## src/rtl/bldc_pkg.sv

```systemverilog
// Shared definitions for the six-step BLDC controller: FSM encoding, fault codes
// and the hall/direction to gate-pattern decode.
package bldc_pkg;

    typedef enum logic [1:0] {
        ST_IDLE  = 2'b00,
        ST_RAMP  = 2'b01,
        ST_RUN   = 2'b10,
        ST_FAULT = 2'b11
    } state_e;

    localparam logic [1:0] FC_NONE  = 2'b00;
    localparam logic [1:0] FC_HALL  = 2'b01;
    localparam logic [1:0] FC_STALL = 2'b10;
    localparam logic [1:0] FC_EXT   = 2'b11;

    typedef struct packed {
        logic [2:0] hi;
        logic [2:0] lo;
    } gate_pat_t;

    function automatic logic hall_invalid(input logic [2:0] h);
        return (h == 3'b000) || (h == 3'b111);
    endfunction

    // Bit order of hi/lo is {C,B,A}; reverse rotation swaps the driven pair.
    function automatic gate_pat_t sector_decode(input logic [2:0] hall, input logic dir);
        gate_pat_t  p;
        logic [2:0] src;
        logic [2:0] snk;
        case (hall)
            3'b101:  begin src = 3'b001; snk = 3'b010; end
            3'b100:  begin src = 3'b001; snk = 3'b100; end
            3'b110:  begin src = 3'b010; snk = 3'b100; end
            3'b010:  begin src = 3'b010; snk = 3'b001; end
            3'b011:  begin src = 3'b100; snk = 3'b001; end
            3'b001:  begin src = 3'b100; snk = 3'b010; end
            default: begin src = 3'b000; snk = 3'b000; end
        endcase
        if (dir) begin
            p.hi = snk;
            p.lo = src;
        end else begin
            p.hi = src;
            p.lo = snk;
        end
        return p;
    endfunction

endpackage

```

## src/rtl/bldc_pwm_gen.sv

```systemverilog
// Free-running edge-aligned PWM: on while the carrier is below the duty value.
module bldc_pwm_gen #(
    parameter int PWM_W = 8
) (
    input  logic             clk,
    input  logic             reset,
    input  logic [PWM_W-1:0] duty_i,
    output logic             pwm_on_o
);

    logic [PWM_W-1:0] cnt_q;

    always_ff @(posedge clk) begin
        if (reset) begin
            cnt_q <= '0;
        end else begin
            cnt_q <= cnt_q + 1'b1;
        end
    end

    assign pwm_on_o = (cnt_q < duty_i);

endmodule

```

## src/rtl/bldc_six_step_ctrl.sv

```systemverilog
// Six-step BLDC commutation controller: run FSM, duty ramp, commutation dead-time,
// hall stall detection and first-cause fault latching.
module bldc_six_step_ctrl
    import bldc_pkg::*;
#(
    parameter int PWM_W    = 8,
    parameter int RAMP_DIV = 16,
    parameter int DEAD_T   = 4,
    parameter int STALL_W  = 20
) (
    input  logic             clk,
    input  logic             reset,
    input  logic             enable,
    input  logic             dir,
    input  logic             fault_in,
    input  logic             clear_fault,
    input  logic [2:0]       hall,
    input  logic [PWM_W-1:0] speed_set,
    output logic [2:0]       gate_hi,
    output logic [2:0]       gate_lo,
    output logic [PWM_W-1:0] duty,
    output logic             motor_enable,
    output logic [1:0]       state,
    output logic [1:0]       fault_code
);

    localparam int DIV_W  = (RAMP_DIV > 1) ? $clog2(RAMP_DIV) : 1;
    localparam int DEAD_W = $clog2(DEAD_T + 1);

    state_e             state_q, state_d;
    logic [1:0]         cause_d;
    logic [1:0]         fault_code_q;
    logic [PWM_W-1:0]   duty_q, duty_d;
    logic [DIV_W-1:0]   div_q, div_d;
    logic [2:0]         hall_q, cur_hall_q;
    logic               dir_q, cur_dir_q;
    logic [DEAD_W-1:0]  dead_q;
    logic [STALL_W-1:0] stall_q;
    logic               run_q, run_d;
    logic               ramp_tick;
    logic               hall_chg, comm_chg, stall_max;
    logic               pwm_on;
    gate_pat_t          pat;

    assign run_q     = (state_q == ST_RAMP) || (state_q == ST_RUN);
    assign run_d     = (state_d == ST_RAMP) || (state_d == ST_RUN);
    assign ramp_tick = (div_q == DIV_W'(RAMP_DIV - 1));
    assign hall_chg  = (hall_q != cur_hall_q);
    assign comm_chg  = hall_chg || (dir_q != cur_dir_q);
    assign stall_max = (stall_q == '1);

    // FSM: state register
    always_ff @(posedge clk) begin
        if (reset) begin
            state_q <= ST_IDLE;
        end else begin
            state_q <= state_d;
        end
    end

    // FSM: next state, in fault-priority order
    always_comb begin
        state_d = state_q;
        cause_d = FC_NONE;
        case (state_q)
            ST_IDLE: begin
                if (fault_in) begin
                    state_d = ST_FAULT;
                    cause_d = FC_EXT;
                end else if (enable) begin
                    state_d = ST_RAMP;
                end
            end
            ST_RAMP, ST_RUN: begin
                if (fault_in) begin
                    state_d = ST_FAULT;
                    cause_d = FC_EXT;
                end else if (hall_invalid(hall_q)) begin
                    state_d = ST_FAULT;
                    cause_d = FC_HALL;
                end else if (stall_max) begin
                    state_d = ST_FAULT;
                    cause_d = FC_STALL;
                end else if (!enable) begin
                    state_d = ST_IDLE;
                end else if ((state_q == ST_RAMP) && (duty_q == speed_set)) begin
                    state_d = ST_RUN;
                end
            end
            ST_FAULT: begin
                if (clear_fault && !fault_in) begin
                    state_d = ST_IDLE;
                end
            end
            default: state_d = ST_IDLE;
        endcase
    end

    // FSM: outputs; gates stay off outside RAMP/RUN and during dead-time
    always_comb begin
        pat          = sector_decode(cur_hall_q, cur_dir_q);
        motor_enable = run_q;
        gate_hi      = '0;
        gate_lo      = '0;
        if (run_q && (dead_q == '0)) begin
            gate_hi = pat.hi & {3{pwm_on}};
            gate_lo = pat.lo;
        end
    end

    // Duty ramp; leaving RAMP/RUN drops duty on the same edge
    always_comb begin
        duty_d = duty_q;
        div_d  = '0;
        if (!run_d) begin
            duty_d = '0;
        end else if (run_q) begin
            div_d = ramp_tick ? '0 : div_q + 1'b1;
            if (ramp_tick) begin
                if (duty_q < speed_set) begin
                    duty_d = duty_q + 1'b1;
                end else if (duty_q > speed_set) begin
                    duty_d = duty_q - 1'b1;
                end
            end
        end
    end

    always_ff @(posedge clk) begin
        if (reset) begin
            duty_q       <= '0;
            div_q        <= '0;
            fault_code_q <= FC_NONE;
        end else begin
            duty_q <= duty_d;
            div_q  <= div_d;
            if ((state_q != ST_FAULT) && (state_d == ST_FAULT)) begin
                fault_code_q <= cause_d;
            end else if ((state_q == ST_FAULT) && (state_d == ST_IDLE)) begin
                fault_code_q <= FC_NONE;
            end
        end
    end

    // Commutation tracking and stall timer; a change mid dead-time restarts it
    always_ff @(posedge clk) begin
        if (reset) begin
            hall_q     <= '0;
            dir_q      <= 1'b0;
            cur_hall_q <= '0;
            cur_dir_q  <= 1'b0;
            dead_q     <= '0;
            stall_q    <= '0;
        end else begin
            hall_q <= hall;
            dir_q  <= dir;
            if (comm_chg) begin
                cur_hall_q <= hall_q;
                cur_dir_q  <= dir_q;
                dead_q     <= DEAD_W'(DEAD_T);
            end else if (dead_q != '0) begin
                dead_q <= dead_q - 1'b1;
            end
            if (!run_q || hall_chg) begin
                stall_q <= '0;
            end else if (!stall_max) begin
                stall_q <= stall_q + 1'b1;
            end
        end
    end

    bldc_pwm_gen #(
        .PWM_W(PWM_W)
    ) u_pwm (
        .clk     (clk),
        .reset   (reset),
        .duty_i  (duty_q),
        .pwm_on_o(pwm_on)
    );

    assign state      = state_q;
    assign duty       = duty_q;
    assign fault_code = fault_code_q;

    a_no_shoot_through: assert property (@(posedge clk) disable iff (reset)
        (gate_hi & gate_lo) == 3'b000);

endmodule
```

## config.mk

```make
export PLATFORM = sky130hd
export DESIGN_NAME = bldc_six_step_ctrl
export DESIGN_NICKNAME = d
export VERILOG_FILES = /design/src/rtl/bldc_pkg.sv /design/src/rtl/bldc_pwm_gen.sv /design/src/rtl/bldc_six_step_ctrl.sv
export SDC_FILE = /design/constraint.sdc
export NUM_CORES = 1
export LEC_CHECK = 0
export BUFFER_PORTS_ARGS = -buffer_cell sky130_fd_sc_hd__buf_4
export CAP_MARGIN = 40
export CORE_AREA = 5 5 80 82
export CTS_BUF_LIST = sky130_fd_sc_hd__clkbuf_2 sky130_fd_sc_hd__clkbuf_4 sky130_fd_sc_hd__clkbuf_8
export CTS_CLUSTER_SIZE = 12
export DETAILED_ROUTE_END_ITERATION = 7
export DIE_AREA = 0 0 85 87
export PLACE_DENSITY_LB_ADDON = 0.3
export SLEW_MARGIN = 40
export SYNTH_ARGS = -nofsm -noshare
export SYNTH_HDL_FRONTEND = slang
export SYNTH_SLANG_ARGS = --single-unit
```

## constraint.sdc

```tcl
create_clock -name clk -period 6.9 [get_ports clk]
set_clock_uncertainty 0.1 [all_clocks]
set_input_delay 1.035 -clock clk [delete_from_list [all_inputs] [get_ports clk]]
set_output_delay 1.035 -clock clk [all_outputs]
set_load 0.1 [all_outputs]
```

==> results of run 1 <==
[area by class of cell]
type | instances | area share (%)
Tap cell | 75 | 2.55
Timing Repair Buffer | 36 | 7.35
Clock inverter | 1 | 0.136
Multi-Input combinational cell | 298 | 54.9
Sequential cell | 55 | 29.9
Inverter | 28 | 2.86
Clock buffer | 7 | 2.28
[final timing paths]
path         cells past startpoint        to    startpoint
min                              1  div_q[0]      div_q[0]
max reg2reg                     12   duty[7]       duty[1]
min reg2reg                      1  div_q[0]      div_q[0]
max                             14   duty[7]  speed_set[2]
[power by group through the flow]
stage                     sequential [W]  clock [W]  combinational, W
after CTS                       0.000354   0.000184          0.000329
final                           0.000354   0.000180          0.000328
after global placement          0.000361          0          0.000316
after global routing            0.000358   0.000196          0.000354
after detailed placement        0.000362          0          0.000327
after floorplan                 0.000415          0          0.000199
[flip-flops by register name (all words and copies together), names as in the netlist, 2 cells and up]
signal,flops
cur_hall_q,3
dead_q,3
div_q,4
duty,8
fault_code,2
hall_q,3
stall_q,20
state,2
u_pwm.cnt_q,8
[synthesized netlist by cell type (2+ instances only)]
cell and instances:
dfxtp_1 55, nor2_1 53, ha_1 34, a21oi_1 29, inv_1 28, nand2_1 27
o21ai_0 16, nand3_1 14, xnor2_1 14, xor2_1 13, nor2b_1 12, a211oi_1 7
a21o_1 6, nand2b_1 6, nand4_1 6, nor3_1 6, and3_1 5, buf_2 5
mux2i_1 4, or3_1 4, a31oi_1 3, clkbuf_1 3, o211ai_1 3, a211o_1 2
and4_1 2, and4_2 2, and4b_1 2, nor3b_1 2, nor4b_1 2, o21a_1 2
o21bai_1 2, or3b_2 2
[through the flow]
step                total power, W  cells
floorplan                 0.000614    391
detailed placement        0.000689    492
CTS                       0.000868    500
finish                    0.000863    500
global placement          0.000677    492
global route              0.000908    500
[worst max-delay path, delay by kind of cell]
family          cells  cell delay (ns)
simple gates        2             0.47
fa+ha+maj           2             0.61
compound gates      8             1.61
buf+inv             2             0.10
[cell families (layout without fill, tap and decap cells)]
group / Yosys count / after routing
compound gates: 77 / 77
xor+xnor: 27 / 27
fa+ha+maj: 35 / 35
buf+inv: 38 / 72
flops: 55 / 55
mux: 4 / 4
simple gates: 155 / 155
[routing by layer]
metal	up-vias	track usage, %
met4	0	7.19
met5	-	0
met3	11	3.69
met2	42	31.6
li1	1414	-
met1	1288	22.6
==> flow_summary.ini, run 1 <==
[timing]
setup_viol = 0
hold_viol = 0
post-route-period-util_pct = 54.7
drv_slew = 0
relSlewSlack_pct = 71.8
worst_pin_slew_ns = 0.419
setup_slack_ns = 3.13
hold_ws_ns = 0.356
fin_setup_tns_ns = 0
clock.fmax_ghz = 0.265
min_period_ns = 3.77
rsz0062_at_grt = no

[power]
p_seq_share_pct = 41.1
powerDensity_mw_per_mm2 = 235
pwr-share-clk_pct = 20.9
vdd_drop_max_v = 0.000173
leakagePower_nw = 1.57
combPwrFrac_pct = 38.1
p_int_w = 0.000511
switching_share_pct = 40.7
switching_power_w = 0.000351

[synthesis]
synth-compound-area-share_pct = 14.6
synth_mux_area_share_pct = 1.22
synth_top_family_by_area = simple AND/OR/NAND/NOR gates
syn-cell-area_sq_mm = 0.00328
synth_fp_nets = 443
yosys.area.top_type = dfxtp_1
synth_adder_area_share_pct = 13.6
ys_seq_elements = 55
ys_async_sr_fraction_pct = 0
synthDistinctLibCells = 52
yosysSeqAreaShare_pct = 33.6
synth-simple-area-share_pct = 25.0
synth_xor_area_share_pct = 7.22
synth_flop_cell = dfxtp_1
synth_top_area_share_pct = 33.6
ys_warn_count = 0
synth.area.top_cells = dfxtp_1, ha_1, nor2_1, a21oi_1, xnor2_1
synth-edff-count = 0
synthCells = 391
synth_area_per_cell_sq_um = 8.38

[global_routing]
grt_pass1_wl_microns = 11200
grt_max_degree = 26
antenna_found_initial = 0
track_usage_pct = 18.4
grt-ovfl-total = 0
first_global_vias = 2664

[final_layout]
utilization_pct = 64.8
mostFrequentLayoutCell = dfxtp_1
mostFrequentLayoutCells = dfxtp_1, nor2_1, buf_4
multi_input_area_sq_mm = 0.00202
finalInstanceArea_sq_mm = 0.00368
register_area_sq_mm = 0.00110
fillers = 512
fin_nets = 476
area_delta_synth_final_pct = 12.3
drive_gt1_share_pct = 13.6
diodes = 0

[cts]
cts_resized = 0
cts_max_path_buffers = 2
clk-insertion-delay-late_ns = 0.31
cts_tree = done
clk_pin_slew_ns = 0.08
cts.sinks = 55
postCtsSetupRepairBufs = 0
h-tree-depth = 2
holdBufCountCts = 0
cts_made_buffers = 5
cts_root_buffer = clkbuf_8

[floorplan]
design.core.area_sq_mm = 0.00568
die_w_microns = 85
io_pins = 36
die_h_microns = 87
start_util_pct = 57.7
die_area_sq_mm = 0.00740
rows = 28

[hold_path]
hold_path_class = reg -> reg

[worst_setup_path]
required_ns = 6.98
critPathMaxStageDelay_ns = 0.38
cp.arrival_ns = 3.85
slowest_stage = or2_2
crit_path_cell_trace = buf_4 > inv_1 > ha_1 > o21ai_0 > a21oi_1 > o21ba_2 > or2_2 > ha_1 > a211oi_1 > o21ai_0 > a31oi_1 > nor2_1 > a211oi_1 > o311ai_1
worst-setup-path-type = in -> reg
cp_max_fo = 10
r2r_slack_ns = 3.48
crit_path_start_kind = input port
worst_setup_path_end_kind = flip-flop

[placed_design]
placed_area_sq_mm = 0.00359
dp_hpwl_microns = 4990
port_buffers = 35
globalplace.congestion = 0.882
post-place-ws_ns = 2.85

[status]
status = completed

[detailed_routing]
routed_wl_microns = 6550
drc = 0
dr.pass1.iters = 4
drt_iter0_drc = 100
wl_met1_microns = 3110
vias_per_cell = 5.51
wl_met2_microns = 3110
met3_length_microns = 220
top_layer = met4
vias = 2755
postRouteAntennaNets = 0
wl_per_cell_microns = 13.1

[job]
cap_violations = 0
Note: power is estimated with default switching activity, not from simulation.
==> inputs of run 2 (changes only) <==
==> constraint.sdc (replaced) <==
create_clock -name clk -period 3.7 [get_ports clk]
set_clock_uncertainty 0.1 [all_clocks]
set_input_delay 0.555 -clock clk [delete_from_list [all_inputs] [get_ports clk]]
set_output_delay 0.555 -clock clk [all_outputs]
set_load 0.1 [all_outputs]
==> run 2 against run 1 <==
  * Utilization grew 0.82 points
  * Non-clock buffer count is 1 higher
  * Largest power group unchanged
  * Flip-flop and latch count did not move
  * Cell count increased by 0.20%
  * Highest routed layer unchanged
  * Clock-buffer cell count shrank 1
  * Critical path depth fell by 6
  * Clock power rose by 79%
  * Sequential power grew 87%
  * Routed wire length increased by 1.4%
==> flow_summary.ini, run 2 (same netlist as run 1, synthesis figures left out) <==
[floorplan]
die_w_microns = 85
start_util_pct = 57.7
rows = 28
io_pins = 36
die_area_sq_mm = 0.00740
design.core.area_sq_mm = 0.00568
die_h_microns = 87

[worst_setup_path]
ff2ff_path_depth = 12
r2r_slack_ns = 0.36
cp-startpoint = duty[6]
r2r-start = duty[3]
crit_path_start_kind = flip-flop
worst_setup_path_end_kind = primary output
required_ns = 3.04
worst-setup-path-type = reg -> out
worst_r2r_endpoint = duty[7]
cp.arrival_ns = 2.68
cp_max_fo = 5

[global_routing]
grt-ovfl-total = 0
track_usage_pct = 18.9
grt_pass1_wl_microns = 11600
first_global_vias = 2615
antenna_found_initial = 0
grt_max_degree = 26

[placed_design]
dp_hpwl_microns = 5050
placed_area_sq_mm = 0.00363
globalplace.congestion = 0.836
place_inst = 493
port_buffers = 35

[final_layout]
final_cells = 501
area_delta_synth_final_pct = 13.7
regMostFlops = stall_q
multi_input_area_sq_mm = 0.00205
fillers = 496
mostFrequentLayoutCells = dfxtp_1, nor2_1, buf_4
largest_reg_flops = 20
finalInstanceArea_sq_mm = 0.00372
mostFrequentLayoutCell = dfxtp_1
drive_gt1_share_pct = 16.4
diodes = 0
fin_nets = 477
register_area_sq_mm = 0.00111

[timing]
hold_viol = 0
drv_slew = 0
fin_setup_tns_ns = 0
relSlewSlack_pct = 60.5
rsz0062_at_grt = no
hold_ws_ns = 0.350
min_period_ns = 3.34
post-route-period-util_pct = 90.2
setup_viol = 0
clock.fmax_ghz = 0.300
worst_pin_slew_ns = 0.589

[cts]
postCtsSetupRepairBufs = 0
clk-insertion-delay-late_ns = 0.30
cts_max_path_buffers = 2
cts_root_buffer = clkbuf_8
cts_tree = done
cts_resized = 0
clk_pin_slew_ns = 0.09
cts_made_buffers = 5
cts.sinks = 55
holdBufCountCts = 0
h-tree-depth = 2

[detailed_routing]
vias = 2748
routed_wl_microns = 6640
wl_per_cell_microns = 13.3
drt_iter0_drc = 151
vias_per_cell = 5.49
dr.pass1.iters = 4
postRouteAntennaNets = 0
drc = 0

[hold_path]
holdPathEnd = div_q[0]
hold_start = div_q[0]
hold-path-cell-count = 1
hold_path_class = reg -> reg

[power]
powerDensity_mw_per_mm2 = 430
vdd_drop_max_v = 0.000235
total_power_w = 0.00160
leakagePower_nw = 1.57

[status]
status = completed

[job]
cap_violations = 0
==> run 2: worst max-delay path: stages, from the launching register on <==
cell       delay, ns
dfxtp_1         0.44
inv_1           0.07
ha_1            0.32
o21a_1          0.18
o21a_1          0.18
a2111oi_0       0.42
o21ai_1         0.31
nor2_4          0.17
buf_4           0.29
==> run 2: metal layers <==
| metal | track usage [%] | vias up | share of wire, % |
|---|---|---|---|
| met2 | 33.6 | 40 | 49 |
| met5 | 0 | - | 0 |
| li1 | - | 1421 | - |
| met1 | 24.1 | 1282 | 47 |
| met4 | 3.60 | 0 | 0.72 |
| met3 | 3.31 | 5 | 3.1 |
==> run 2: cell type report <==
class | instances | share of cell area, %
inverter | 28 | 2.82
clock buffer | 6 | 2.05
multi-input combinational | 298 | 55.1
sequential | 55 | 29.7
timing repair buffer | 37 | 7.46
clock inverter | 2 | 0.336
tap | 75 | 2.52
==> run 2: stage by stage <==
step	utilization (%)	worst slack, ns
final	65.6	0.363
after global routing	65.6	0.101
after CTS	65.6	0.356
after detailed placement	64.0	0.166
after global placement	64.0	0.228
after floorplan	-	0.00901
==> run 2: worst max-delay path by stage <==
stage                  to  slack [ns]  depth (start not counted)
5_1_grt           duty[7]        0.10                         11
6_report       gate_hi[1]        0.36                          8
4_1_cts        gate_hi[0]        0.36                          8
3_3_place_gp      duty[7]        0.23                         14
2_1_floorplan  gate_hi[0]       0.009                          7
3_5_place_dp      duty[7]        0.17                         14
==> run 2: power by group <==
| part | switching, W | internal (W) | total (W) |
|---|---|---|---|
| Combinational | 0.000432 | 0.000183 | 0.000615 |
| Clock | 0.000183 | 0.000140 | 0.000323 |
| Sequential | 0.0000360 | 0.000628 | 0.000663 |
| Total | 0.000651 | 0.000951 | 0.00160 |
==> inputs of run 3 (changes only) <==
--- a/config.mk
+++ b/config.mk
@@ -13,6 +13,7 @@
 export DETAILED_ROUTE_END_ITERATION = 7
 export DIE_AREA = 0 0 85 87
 export PLACE_DENSITY_LB_ADDON = 0.3
+export SETUP_SLACK_MARGIN = 0.4
 export SLEW_MARGIN = 40
 export SYNTH_ARGS = -nofsm -noshare
 export SYNTH_HDL_FRONTEND = slang
==> run 3 against run 2 <==
  * Via count increased by 1.5%
  * Sequential power is essentially flat
  * Largest cell class unchanged
  * Critical path depth is 4 higher
  * Non-clock buffer count is the same
==> flow_summary.ini, run 3 (same netlist as run 1, synthesis figures left out) <==
[worst_setup_path]
slowest_stage = dfxtp_1
crit_path_start_kind = flip-flop
cp.arrival_ns = 3.23
worst_setup_path_end_kind = flip-flop
cpMostUsedCell = ha_1
worst-setup-path-type = reg -> reg
crit_path_cell_trace = ha_1 > and2_1 > nand4_4 > nor3_4 > nor4_2 > a221o_2 > ha_1 > nor2b_1 > nand2_1 > nor4b_1 > a211oi_1 > o311ai_1
required_ns = 3.80
critPathMaxStageDelay_ns = 0.40
cp_max_fo = 6

[timing]
worst_pin_slew_ns = 0.456
min_period_ns = 3.12
relSlewSlack_pct = 69.3
clock.fmax_ghz = 0.320
setup_viol = 0
rsz0062_at_grt = yes
hold_viol = 0
hold_ws_ns = 0.352
post-route-period-util_pct = 84.4
fin_setup_tns_ns = 0
drv_slew = 0

[final_layout]
regMostFlops = stall_q
diodes = 0
drive_gt1_share_pct = 18.8
mostFrequentLayoutCells = nor2_1, dfxtp_1, buf_4
area_delta_synth_final_pct = 15.9
fillers = 483
largest_reg_flops = 20
fin_nets = 477
mostFrequentLayoutCell = nor2_1

[floorplan]
rows = 28
die_area_sq_mm = 0.00740
design.core.area_sq_mm = 0.00568
die_w_microns = 85
start_util_pct = 57.7
io_pins = 36
die_h_microns = 87

[hold_path]
hold_path_class = reg -> reg

[cts]
h-tree-depth = 2
cts_made_buffers = 5
cts_root_buffer = clkbuf_8
clk_pin_slew_ns = 0.09
cts.sinks = 55
cts_tree = done
clk-insertion-delay-late_ns = 0.30
cts_max_path_buffers = 2
holdBufCountCts = 0

[global_routing]
grt-ovfl-total = 0
antenna_found_initial = 0
met2_usage_pct = 32.3
grt.met3_usage_pct = 3.22
grtUsageMet1_pct = 23.5
grt_max_degree = 26
grt_pass1_wl_microns = 11400
grt-busiest-layer = met2
track_usage_pct = 18.5
first_global_vias = 2646

[detailed_routing]
wl_per_cell_microns = 13.2
dr.pass1.iters = 6
drc = 0
routed_wl_microns = 6600
vias_per_cell = 5.56
postRouteAntennaNets = 0
drt_iter0_drc = 196
vias = 2788

[placed_design]
port_buffers = 35
dp_hpwl_microns = 4940
globalplace.congestion = 0.783

[power]
leakagePower_nw = 1.59
powerDensity_mw_per_mm2 = 437
vdd_drop_max_v = 0.000381

[job]
cap_violations = 0

[status]
status = completed
[run 3: layout make-up]
cell class / instances / area (sq um) / share of cell area [%]
multi-input combinational: 298 / 2090 / 54.9
sequential: 55 / 1130 / 29.8
timing repair buffer: 37 / 278 / 7.31
inverter: 28 / 105 / 2.77
clock buffer: 8 / 104 / 2.73
tap: 75 / 93.8 / 2.47
[run 3: power breakdown]
part / leakage [nW] / switching (W) / total (W) / internal (W)
sequential: 0.453 / 0.0000359 / 0.000663 / 0.000627
clock: 0.0549 / 0.000185 / 0.000363 / 0.000179
combinational: 1.08 / 0.000437 / 0.000634 / 0.000197
[run 3: path summary, 6_finish.rpt]
path	startpoint	end	slack (ns)	cells after the start
min reg2reg	div_q[0]	div_q[0]	0.35	1
min	div_q[0]	div_q[0]	0.35	1
max reg2reg	stall_q[0]	duty[7]	0.58	12
max	stall_q[0]	duty[7]	0.58	12
[run 3: through the flow]
step                      utilization [%]  std cells  setup WS, ns  instance area [sq um]  power [W]
after floorplan                         -        391         0.425                   3350    0.00117
after detailed placement             64.5        492        0.0585                   3660    0.00131
final                                66.9        501         0.577                   3800    0.00166
after CTS                            66.4        500         0.408                   3770    0.00167
after global placement               64.5        492         0.242                   3660    0.00130
after global routing                 66.9        501         0.352                   3800    0.00175
[run 3: timing repair]
action | 4_1_cts | 5_1_grt
pin swaps | 0 | 1
gates resized for setup | 1 | 6
setup buffers | 0 | 1
endpoints found under the setup margin | 1 | 5
[run 3: worst max-delay path: cells and delay by family (launching register included)]
family / cells / cell delay, ns
and+or+nand+nor: 7 / 1.46
AOI/OAI and AO/OA: 3 / 0.56
adders and majority gates: 2 / 0.50
DFF: 1 / 0.40
[run 3: per-layer routing]
| metal | vias to the layer above | routed length, microns |
|---|---|---|
| met5 | - | 0 |
| met1 | 1298 | 3150 |
| met2 | 51 | 3110 |
| li1 | 1432 | - |
| met4 | 0 | 75 |
| met3 | 7 | 253 |
